$ cat config.mk
export PLATFORM = sky130hd
export DESIGN_NAME = if_fetch
export DESIGN_NICKNAME = d
export VERILOG_FILES = /design/src/rtl/if_fetch.sv
export SDC_FILE = /design/constraint.sdc
export NUM_CORES = 1
export LEC_CHECK = 0
export CORE_AREA = 5 5 112 72
export DETAILED_ROUTE_END_ITERATION = 8
export DIE_AREA = 0 0 117 77
export DONT_BUFFER_PORTS = 1
export PLACE_DENSITY = 0.9
export RECOVER_POWER = 25
export REMOVE_ABC_BUFFERS = 1
export SLEW_MARGIN = 20
export SYNTH_ARGS = -nofsm -noshare
export SYNTH_HDL_FRONTEND = slang
export SYNTH_SLANG_ARGS = --single-unit
$ cat constraint.sdc
create_clock -name clk -period 4.36 [get_ports clk]
set_clock_uncertainty 0.1 [all_clocks]
set_input_delay 0.436 -clock clk [delete_from_list [all_inputs] [get_ports clk]]
set_output_delay 0.436 -clock clk [all_outputs]
set_load 0.03 [all_outputs]
$ cat src/rtl/if_fetch.sv
// if_fetch: IF-stage PC and instruction-fetch controller with a one-word hold buffer.
// Revision 1.0
`default_nettype none

module if_fetch #(
  parameter logic [31:0] RESET_PC = 32'h0000_0000
) (
  input  logic        clk,
  input  logic        clrn,
  input  logic        id_stall,
  input  logic        redirect,
  input  logic [31:0] target,
  output logic        imem_req,
  output logic [31:0] imem_addr,
  input  logic        imem_ack,
  input  logic [31:0] imem_rdata,
  output logic [31:0] if_pc4,
  output logic [31:0] if_inst,
  output logic        if_busy
);

  typedef enum logic [1:0] {
    S_IDLE = 2'd0,
    S_REQ  = 2'd1,
    S_HOLD = 2'd2
  } state_t;

  localparam logic [31:0] PC_RST = RESET_PC & ~32'h3;

  state_t      state_q, state_d;
  logic [31:0] pc_q, pc_d;
  logic [31:0] ibuf_q, ibuf_d;
  logic [31:0] next_pc;

  always_ff @(posedge clk or negedge clrn) begin
    if (!clrn) begin
      state_q <= S_IDLE;
      pc_q    <= PC_RST;
      ibuf_q  <= '0;
    end else begin
      state_q <= state_d;
      pc_q    <= pc_d;
      ibuf_q  <= ibuf_d;
    end
  end

  // Redirect only matters on cycles where pc actually advances.
  assign next_pc = redirect ? (target & ~32'h3) : (pc_q + 32'd4);

  always_comb begin
    state_d  = state_q;
    pc_d     = pc_q;
    ibuf_d   = ibuf_q;
    imem_req = 1'b0;
    if_inst  = '0;
    if_busy  = 1'b1;
    case (state_q)
      S_IDLE: state_d = S_REQ;
      S_REQ: begin
        imem_req = 1'b1;
        if_busy  = ~imem_ack;
        if (imem_ack) begin
          if_inst = imem_rdata;
          if (id_stall) begin
            ibuf_d  = imem_rdata;
            state_d = S_HOLD;
          end else begin
            pc_d = next_pc;
          end
        end
      end
      S_HOLD: begin
        if_busy = 1'b0;
        if_inst = ibuf_q;
        if (!id_stall) begin
          pc_d    = next_pc;
          state_d = S_REQ;
        end
      end
      default: state_d = S_IDLE;
    endcase
  end

  assign imem_addr = {pc_q[31:2], 2'b00};
  assign if_pc4    = pc_q + 32'd4;

endmodule

`default_nettype wire

# After elaboration in Yosys (flattened, before gate mapping)
# Cells that the tools add are included.
dict set report classes {
  add_sub_neg 1
  eq_ne 5
  n_bitwise 1
  reduce_logical 5
  n_mux 12
}
# operator count
set op_table {}
lappend op_table {{$mux 32} 4}
lappend op_table {{$pmux 32 s2} 2}
lappend op_table {{$add 32x3->32 const B} 1}
lappend op_table {{$mux 2} 3}
lappend op_table {{$ne 2x2->1 const B} 3}
lappend op_table {{$pmux 2 s3} 1}
lappend op_table {{$reduce_and 3->1} 2}
lappend op_table {{$eq 2x1->1 const B} 1}
lappend op_table {{$eq 2x2->1 const B} 1}
lappend op_table {{$logic_not 2->1} 1}
lappend op_table {{$pmux 1 s2} 1}
lappend op_table {{$reduce_and 2->1} 1}
lappend op_table {{$reduce_bool 2->1} 1}
lappend op_table {{$mux 1} 1}
lappend op_table {{$not 1->1} 1}
dict set report word_totals {
  reg_bits 66
  input_bits 69
  out_inout_bits 98
  elab_cells 27
}

# Longest topological paths before layout
# Gate-level depths: netlist (run 1).
dict set report depth {
  word_depth 5
  depth_mapped 10
  ltp_nobuf 6
}

# Worst setup path after synthesis (run 1)
# No wires, ideal clock.
dict set report synth_path {
  path_kind {register to output}
  start {register pc_q[4]}
  end {output port if_pc4[27]}
  stages_incl_launch_ff 7
  path_buffers 2
  setup_slack_ns 1.441
  arrival_ns 2.383
  required_ns 3.824
  path_cell_list {dfrtp_1 buf_4 nand4_1 or4_1 buf_2 or3_1 xnor2_1}
}
dict set report synth_between {
  elab_chain_len 1
}
# element line
set synth_rtl {}
lappend synth_rtl {{from (decl)} 31} ;# logic [31:0] pc_q, pc_d;
lappend synth_rtl {{from (signal assigned)} 42} ;# pc_q <= pc_d;
lappend synth_rtl {{$add 32x3->32} 85} ;# assign if_pc4 = pc_q + 32'd4;
lappend synth_rtl {{to (decl)} 17} ;# output logic [31:0] if_pc4,
# No other way between the ends.

# Worst setup path after layout (run 1)
# Ends and elaborated chain as after synthesis.

==> metrics.cfg, run 1 <==
[outcome]
status = complete, but fails checks
violations = max-capacitance violations, max-slew violations

[power_and_ir_drop]
p_sw_frac = 0.5185
p_int_mw = 1.860
peakVddDrop_v = 0.0004298
p_sw_mw = 2.002
power_density_nw_per_um2 = 840.3
pwr-share-clk = 0.186
seq_power_share = 0.370
p_leak_nw = 1.761
power_mw = 3.862
power_frac_comb = 0.444

[setup_path]
worstSetupEndpointType = primary output
crit_chain = nand4_1, or4_1, or3_1, xnor2_1
r2r-start = state_q[1]$_DFFE_PN0P_
slowest_delay_ns = 0.88
critPathMaxFanout = 15
cpMaxStageDelayCell = or4_1
critical_path_required_ns = 3.82
crit_path_start = pc_q[4]$_DFFE_PN0P_
path_class = register to primary output
start_kind = register
cp.arrival_ns = 3.31

[floorplan]
rows = 24
start_util = 0.6202
die_y_microns = 77
die_w_microns = 117
die_area_sq_um = 9009
ios = 167
coreArea_sq_um = 6967

[hold_path]
hold_start = imem_rdata[9]
hold_path.class = input port to register

[layout]
utilization = 0.6597
final_layout_size_suffix_gt1_frac = 0.1370
final_cell_mix = 64 x dfrtp_1, 51 x nor2_1, 39 x nand2_1
areaGrowthSynthToFinish_pct = 6.371
num-fill-cells = 582
post-route-cell-area_sq_um = 4596
final_common_cell = dfrtp_1
n_antenna_cell = 0
nets = 536

[global_routing]
grt_max_degree = 65
gr-total-overflow = 0
grt_pass1_wl_microns = 19730
grt_usage = 0.2743
grt_pass1_vias = 3843
antenna_found_initial = 0

[yosys]
ys.flop_type = dfrtp_1
synth-seq-cells = 64
yosysTopAreaCell = dfrtp_1
synth_cells = 493
avgSynthCellArea_sq_um = 8.763
synth.distinct_cells = 52
synth_xor_area_frac = 0.05676
synthSimpleGateAreaFrac = 0.2152
synthAdderAreaFrac = 0.01448
synth_top_area_share = 0.3707
syn_area_sq_um = 4320
synth_mux_area_frac = 0.09789
yosys_warnings = 0
yosysSeqAreaShare = 0.3707
yosys-top-cells-area = dfrtp_1 37%, mux2_2 8.9%, a22oi_1 5.9%
async_flop_share = 1.000
synth_edf_count = 0
synth_top_family_by_area = simple AND/OR/NAND/NOR gates
synth-compound-area-share = 0.1810

[cts]
cts_resized = 0
cts_max_path_buffers = 2
clockRootBuffer = clkbuf_16
clk_pin_slew_ns = 0.05
clock_latency_ns = 0.33
cts_tree = yes
cts_sinks = 64
cts_setup_buffers = 0
cts.htree.levels = 3
cts_buffers = 9

[detailed_routing]
vias_per_cell = 7.016
wire_per_inst_microns = 21.91
firstDrtPassIters = 5
wirelength_microns = 12230
drc = 0
via_count = 3915
ant_nets = 0
drtIter0Drc = 350

[placed_design]
port_buffers = 0
dp_hpwl_microns = 8439
dpl-instance-area_sq_um = 4267
place_congestion = 0.9180

[timing]
slew_violations = 65
whs_ns = 0.1576
setup_viol = 0
hold_viol_final = 0
tightest_slew_ns = 2.853
rsz0062_at_grt = false
max_freq_ghz = 0.2599
setup_tns_ns = 0
slew_headroom = -0.9019
period_share = 0.8826
min_period_ns = 3.848

[job]
drv_cap = 1

## cell usage after synthesis (10+ instances only)
| library cell | number |
|---|---|
| or3_1 | 12 |
| nand4_1 | 13 |
| o21ai_0 | 16 |
| dfrtp_1 | 64 |
| mux2_2 | 34 |
| o211ai_1 | 18 |
| a21oi_1 | 22 |
| nor4_1 | 15 |
| clkbuf_1 | 31 |
| xnor2_1 | 20 |
| nand3_1 | 13 |
| inv_1 | 10 |
| buf_2 | 10 |
| a22oi_1 | 34 |
| nor2_1 | 51 |
| nand2_1 | 39 |
## stage by stage
| step | setup slack, ns | instances |
|---|---|---|
| 2_1_floorplan | 1.316 | 443 |
| 3_3_place_gp | 0.9940 | 540 |
| 3_5_place_dp | 0.9056 | 540 |
| 4_1_cts | 0.5509 | 558 |
| 5_1_grt | 0.3147 | 558 |
| 6_report | 0.5120 | 558 |
## worst max-delay path: cells and delay by family, from the launching register on
family | cells | cell delay, ns
DFF | 1 | 0.67
and+or+nand+nor | 3 | 1.68
xor gates and xnor gates | 1 | 0.64
## state kept, by name, indices dropped and copies added, names as in the netlist
register and cells:
pc_q 30, state_q 2, ibuf_q 32
## power groups by stage
stage	logic [mW]	registers, mW	clock network (mW)
final	1.71	1.43	0.718
after global placement	1.63	1.40	0
after floorplan	1.37	1.34	0
after CTS	1.70	1.43	0.728
after global routing	1.86	1.47	0.762
after detailed placement	1.68	1.43	0
## routing by layer
metal | vias to the layer above | global-route usage | wire length (microns)
met5 | - | 0 | 0
met4 | 0 | 0.08247 | 263
met3 | 23 | 0.08183 | 1173
met2 | 229 | 0.4211 | 5789
met1 | 1919 | 0.3732 | 5000
li1 | 1744 | - | -
## final cells by class
class,instances,area [sq um],share of cell area
well taps,91,113.9,0.02478
flip-flops and latches,64,1602,0.3485
clock inverters,3,40.04,0.008712
clock buffers,13,260.3,0.05663
multi-input cells,368,2471,0.5377
repair buffers,8,67.56,0.01470
inverters,11,41.29,0.008984
## cell families (layout without fill, tap and decap cells)
kind of cell | Yosys count | count (layout)
xor gates and xnor gates | 28 | 28
buffers and inverters | 64 | 35
muxes | 38 | 38
and+or+nand+nor | 179 | 179
DFF | 64 | 64
adders and majority gates | 5 | 5
AOI/OAI and AO/OA | 114 | 114
other | 1 | 4
## final timing paths
kind,end,slack (ns),depth (start not counted)
min reg2reg,ibuf_q[30]$_DFFE_PN0P_,0.40,1
max,if_pc4[27],0.51,4
max in group asynchronous,pc_q[24]$_DFFE_PN0P_,0.93,2
min in group asynchronous,ibuf_q[21]$_DFFE_PN0P_,1.62,2
min,ibuf_q[9]$_DFFE_PN0P_,0.16,1
max reg2reg,pc_q[19]$_DFFE_PN0P_,1.33,8
## timing repair
action                                  4_1_cts  5_1_grt
hold buffers                                  2        0
endpoints found under the setup margin        0        0
hold endpoints to repair                     64        0
Power figures use the tool's default switching activity.
==> run 2: changes to the inputs <==
--- a/config.mk
+++ b/config.mk
@@ -16,3 +16,4 @@
 export SYNTH_ARGS = -nofsm -noshare
 export SYNTH_HDL_FRONTEND = slang
 export SYNTH_SLANG_ARGS = --single-unit
+export TNS_END_PERCENT = 20
==> constraint.sdc (replaced) <==
create_clock -name clk -period 4.36 [get_ports clk]
set_clock_uncertainty 0.1 [all_clocks]
set_input_delay 0.872 -clock clk [delete_from_list [all_inputs] [get_ports clk]]
set_output_delay 0.872 -clock clk [all_outputs]
set_load 0.03 [all_outputs]
==> metrics.cfg, run 2 (same netlist as run 1, synthesis figures left out) <==
[setup_path]
critical_path_required_ns = 3.39  ; -0.43 ns
reg2reg_slack_ns = 1.16  ; -0.17 ns
cpMaxStageDelayCell = or4_1
r2r-start = state_q[1]$_DFFE_PN0P_
worst-path-buf-inv = 1  ; +1
crit_chain = nand4_1, or4_1, or3_1, xnor2_1, buf_4
critPathMaxFanout = 15  ; unchanged
path_class = register to primary output
start_kind = register
worstSetupEndpointType = primary output
r2r-end = pc_q[21]$_DFFE_PN0P_
r2r_cells = 7  ; -1
critPathTopFamily = simple AND/OR/NAND/NOR gates
cp.arrival_ns = 3.01  ; -0.30 ns
slowest_delay_ns = 0.88  ; about the same

[cts]
cts_tree = yes
cts_max_path_buffers = 2  ; unchanged
ctsHoldBuffers = 0  ; -2
clock_latency_ns = 0.33  ; about the same
clockRootBuffer = clkbuf_16
cts.htree.levels = 3  ; unchanged
cts_sinks = 64  ; unchanged
cts_setup_buffers = 0  ; unchanged
cts_buffers = 9  ; unchanged
clk_pin_slew_ns = 0.05  ; about the same
cts_resized = 0  ; unchanged

[power_and_ir_drop]
power_mw = 3.882  ; +0.51%
power_density_nw_per_um2 = 836.9  ; -0.41%
p_leak_nw = 1.789  ; +1.6%
peakVddDrop_v = 0.0005058  ; +18%

[global_routing]
gr-total-overflow = 0  ; unchanged
grt_pass1_vias = 3836  ; -0.18%
antenna_found_initial = 0  ; unchanged
grt_usage = 0.2765  ; +0.002184
grt_max_degree = 65  ; unchanged
grt_pass1_wl_microns = 20030  ; +1.5%

[placed_design]
dp_hpwl_microns = 8573  ; +1.6%
dp_cells = 549  ; +1.7%
place_congestion = 0.9313  ; +1.4%
port_buffers = 0  ; unchanged
place_ws_ns = 0.7682  ; -0.1374 ns

[timing]
slew_violations = 0  ; -100%
tightest_slew_ns = 1.095  ; -1.758 ns
layout_setup_ws_ns = 0.3753  ; -0.1367 ns
setup_tns_ns = 0  ; unchanged
slew_headroom = 0.2662  ; +1.168
hold_viol_final = 0  ; unchanged
max_freq_ghz = 0.2510  ; -3.4%
min_period_ns = 3.985  ; +0.1367 ns
setup_viol = 0  ; unchanged
period_share = 0.9139  ; +0.03136
whs_ns = 0.1383  ; -0.01926 ns
rsz0062_at_grt = false

[layout]
n_antenna_cell = 0  ; unchanged
final_layout_size_suffix_gt1_frac = 0.1582  ; +0.02118
areaGrowthSynthToFinish_pct = 7.356
final_cell_mix = 64 x dfrtp_1, 51 x nor2_1, 39 x nand2_1
stdcell_count = 565  ; +1.3%
nets = 543  ; +1.3%
largest_reg_flops = 32  ; unchanged
reg.largest.list = ibuf_q (32), pc_q (30), state_q (2)
final_common_cell = dfrtp_1
top_register = ibuf_q

[floorplan]
die_w_microns = 117  ; unchanged
die_area_sq_um = 9009  ; unchanged
start_util = 0.6202  ; unchanged
die_y_microns = 77  ; unchanged
ios = 167  ; unchanged
rows = 24  ; unchanged
coreArea_sq_um = 6967  ; unchanged

[detailed_routing]
drtIter0Drc = 427  ; +22%
drc = 0  ; unchanged
via_count = 3968  ; +1.4%
wire_per_inst_microns = 21.94  ; +0.13%
wirelength_microns = 12400  ; +1.4%
vias_per_cell = 7.023  ; about the same
ant_nets = 0  ; unchanged
firstDrtPassIters = 5  ; unchanged

[outcome]
status = finished, final reports clean

[hold_path]
hold_path.class = input port to asynchronous set/reset pin

[job]
drv_cap = 0  ; -1

==> run 2: how the worst max path moves through the flow <==
stage	from	endpoint	slack (ns)	cells after the start
after global placement	pc_q[3]$_DFFE_PN0P_	if_pc4[26]	0.81	5
after global routing	pc_q[2]$_DFFE_PN0P_	if_pc4[26]	0.25	5
after floorplan	pc_q[4]$_DFFE_PN0P_	if_pc4[27]	0.92	4
after CTS	pc_q[3]$_DFFE_PN0P_	if_pc4[28]	0.41	5
final	pc_q[5]$_DFFE_PN0P_	if_pc4[27]	0.38	5
after detailed placement	pc_q[3]$_DFFE_PN0P_	if_pc4[26]	0.77	5
==> run 2: through the flow <==
step | utilization | area [sq um]
3_3_place_gp | 0.6218 | 4332
3_5_place_dp | 0.6218 | 4332
6_report | 0.6658 | 4638
4_1_cts | 0.6654 | 4636
5_1_grt | 0.6658 | 4638
2_1_floorplan | - | 4100
==> run 2: per-layer routing <==
metal  vias up  GRT usage  wire length, microns
li1       1760          -                     -
met3        43    0.07946                  1292
met1      1905     0.3888                  5241
met4         0     0.1123                   359
met2       260     0.3978                  5504
met5         -          0                     0
==> run 2: area by class of cell <==
cell class                      instances  area (sq um)
Sequential cell                        64          1602
Tap cell                               91         113.9
Fill cell                             550          2328
Clock inverter                          2         10.01
Multi-Input combinational cell        368          2465
Clock buffer                           14         294.0
Timing Repair Buffer                   15         112.6
Inverter                               11         41.29
==> run 2: power by group <==
group	internal, mW	total, mW	switching (mW)
logic	0.551	1.75	1.19
registers	0.863	1.42	0.560
clock network	0.460	0.714	0.254
total	1.87	3.88	2.01
==> run 3: changes to the inputs <==
--- a/config.mk
+++ b/config.mk
@@ -12,7 +12,7 @@
 export PLACE_DENSITY = 0.9
 export RECOVER_POWER = 25
 export REMOVE_ABC_BUFFERS = 1
-export SLEW_MARGIN = 20
+export SLEW_MARGIN = 30
 export SYNTH_ARGS = -nofsm -noshare
 export SYNTH_HDL_FRONTEND = slang
 export SYNTH_SLANG_ARGS = --single-unit
==> metrics.cfg, run 3 (same netlist as run 1, synthesis figures left out) <==
[outcome]
status = finished, final reports clean

[layout]
nets = 543  ; unchanged
multi_input_area_sq_um = 2471  ; +0.25%
areaGrowthSynthToFinish_pct = 8.283
reg.largest.list = ibuf_q (32), pc_q (30), state_q (2)
num-fill-cells = 541  ; -1.6%
largest_reg_flops = 32  ; unchanged
final_common_cell = dfrtp_1
final_layout_size_suffix_gt1_frac = 0.1582  ; unchanged
final_cell_mix = 64 x dfrtp_1, 51 x nor2_1, 39 x nand2_1
top_register = ibuf_q
n_antenna_cell = 0  ; unchanged
area.sequential_sq_um = 1602  ; unchanged

[cts]
clock_latency_ns = 0.32  ; about the same
cts_resized = 0  ; unchanged
ctsHoldBuffers = 0  ; unchanged
cts.htree.levels = 3  ; unchanged
cts_sinks = 64  ; unchanged
cts_max_path_buffers = 2  ; unchanged
cts_tree = yes
cts_setup_buffers = 0  ; unchanged
clk_pin_slew_ns = 0.05  ; about the same
cts_buffers = 9  ; unchanged
clockRootBuffer = clkbuf_16

[floorplan]
die_area_sq_um = 9009  ; unchanged
ios = 167  ; unchanged
die_w_microns = 117  ; unchanged
die_y_microns = 77  ; unchanged
coreArea_sq_um = 6967  ; unchanged
rows = 24  ; unchanged
start_util = 0.6202  ; unchanged

[setup_path]
crit_chain = ha_1, and4_1, nand4_2, nor4_4, xor2_1
reg2reg_slack_ns = 0.88  ; -0.28 ns
r2r_cells = 6  ; -1
cp.arrival_ns = 3.05  ; +0.04 ns
slowest_delay_ns = 0.64  ; -0.24 ns
start_kind = register
path_class = register to primary output
critPathMaxFanout = 10  ; -5
cpMaxStageDelayCell = xor2_1
r2r-start = state_q[1]$_DFFE_PN0P_
critPathTopFamily = simple AND/OR/NAND/NOR gates
r2r-end = pc_q[16]$_DFFE_PN0P_
critical_path_required_ns = 3.39  ; about the same
worstSetupEndpointType = primary output
worst-path-buf-inv = 0  ; -1

[timing]
max_freq_ghz = 0.2487  ; -0.88%
hold_viol_final = 0  ; unchanged
setup_viol = 0  ; unchanged
period_share = 0.9221  ; +0.008146
tightest_slew_ns = 0.8357  ; -0.2590 ns
slew_headroom = 0.4386  ; +0.1724
slew_violations = 0  ; unchanged
rsz0062_at_grt = false
setup_tns_ns = 0  ; unchanged
min_period_ns = 4.020  ; +0.03552 ns

[global_routing]
grt_max_degree = 65  ; unchanged
grt_pass1_wl_microns = 19950  ; -0.41%
grt_usage = 0.2777  ; +0.001207
antenna_found_initial = 0  ; unchanged
grt_pass1_vias = 3842  ; +0.16%
gr-total-overflow = 0  ; unchanged

[detailed_routing]
ant_nets = 0  ; unchanged
drtIter0Drc = 450  ; +5.4%
drc = 0  ; unchanged
firstDrtPassIters = 6  ; +1
wire_per_inst_microns = 21.71  ; -1.0%
vias_per_cell = 6.950  ; -1.0%
via_count = 3927  ; -1.0%
wirelength_microns = 12270  ; -1.0%

[placed_design]
port_buffers = 0  ; unchanged
place_congestion = 0.9313  ; unchanged
dp_hpwl_microns = 8669  ; +1.1%

[power_and_ir_drop]
power_density_nw_per_um2 = 844.4  ; +0.89%
peakVddDrop_v = 0.0004228  ; -16%
power_mw = 3.950  ; +1.8%
p_leak_nw = 1.802  ; +0.69%

[hold_path]
hold_path.class = input port to asynchronous set/reset pin

[job]
drv_cap = 0  ; unchanged

==> run 3: cell count changes in the layout (fill, tap and decap cells not counted), sizes merged <==
cell,before,now
clkinv,2,1
bufinv,0,1
clkbuf,14,15
inv,11,10
==> run 3: where the power goes <==
part / internal (mW) / switching [mW] / leakage (nW) / total [mW]
clock network: 0.536 / 0.246 / 0.168 / 0.782
logic: 0.553 / 1.19 / 0.898 / 1.75
registers: 0.863 / 0.558 / 0.736 / 1.42
total: 1.95 / 2.00 / 1.80 / 3.95
==> run 3: metrics by stage <==
stage          setup WS, ns  hold WS [ns]  utilization  std cells  instance area, sq um
5_1_grt              0.2254        0.1236       0.6715        565                  4678
6_report             0.3397        0.1444       0.6715        565                  4678
4_1_cts              0.4057        0.1311       0.6715        565                  4678
3_5_place_dp         0.7650        0.3947       0.6230        549                  4340
2_1_floorplan        0.9161        0.3806            -        443                  4100
3_3_place_gp         0.8085        0.3872       0.6218        549                  4332
==> run 3: worst max path at each step <==
stage / start / endpoint / slack, ns / cells past startpoint
after detailed placement: pc_q[3]$_DFFE_PN0P_ / if_pc4[26] / 0.77 / 5
after floorplan: pc_q[4]$_DFFE_PN0P_ / if_pc4[27] / 0.92 / 4
after CTS: pc_q[3]$_DFFE_PN0P_ / if_pc4[28] / 0.41 / 5
after global placement: pc_q[3]$_DFFE_PN0P_ / if_pc4[26] / 0.81 / 5
final: pc_q[3]$_DFFE_PN0P_ / if_pc4[28] / 0.34 / 5
after global routing: pc_q[3]$_DFFE_PN0P_ / if_pc4[26] / 0.23 / 5
==> run 3: worst reg2reg max path, cell delays in order (launching register included) <==
cell and delay, ns:
dfrtp_1 0.41, inv_1 0.09, ha_1 0.33, clkinv_1 0.66, or3_1 0.97, or4b_2 0.75, o211ai_1 0.11
==> run 3: cell type report <==
cell class / instances / area share
Tap cell: 91 / 0.02434
Timing Repair Buffer: 15 / 0.02407
Inverter: 11 / 0.008826
Sequential cell: 64 / 0.3423
Clock buffer: 15 / 0.06579
Multi-Input combinational cell: 368 / 0.5282
Clock inverter: 1 / 0.006419
==> run 3: metal layers <==
layer / GRT usage / vias up / wire (microns)
met5: 0 / - / 0
met4: 0.1054 / 0 / 325
met3: 0.07238 / 33 / 1222
met2: 0.4047 / 246 / 5735
met1: 0.3936 / 1895 / 4983
li1: - / 1753 / -
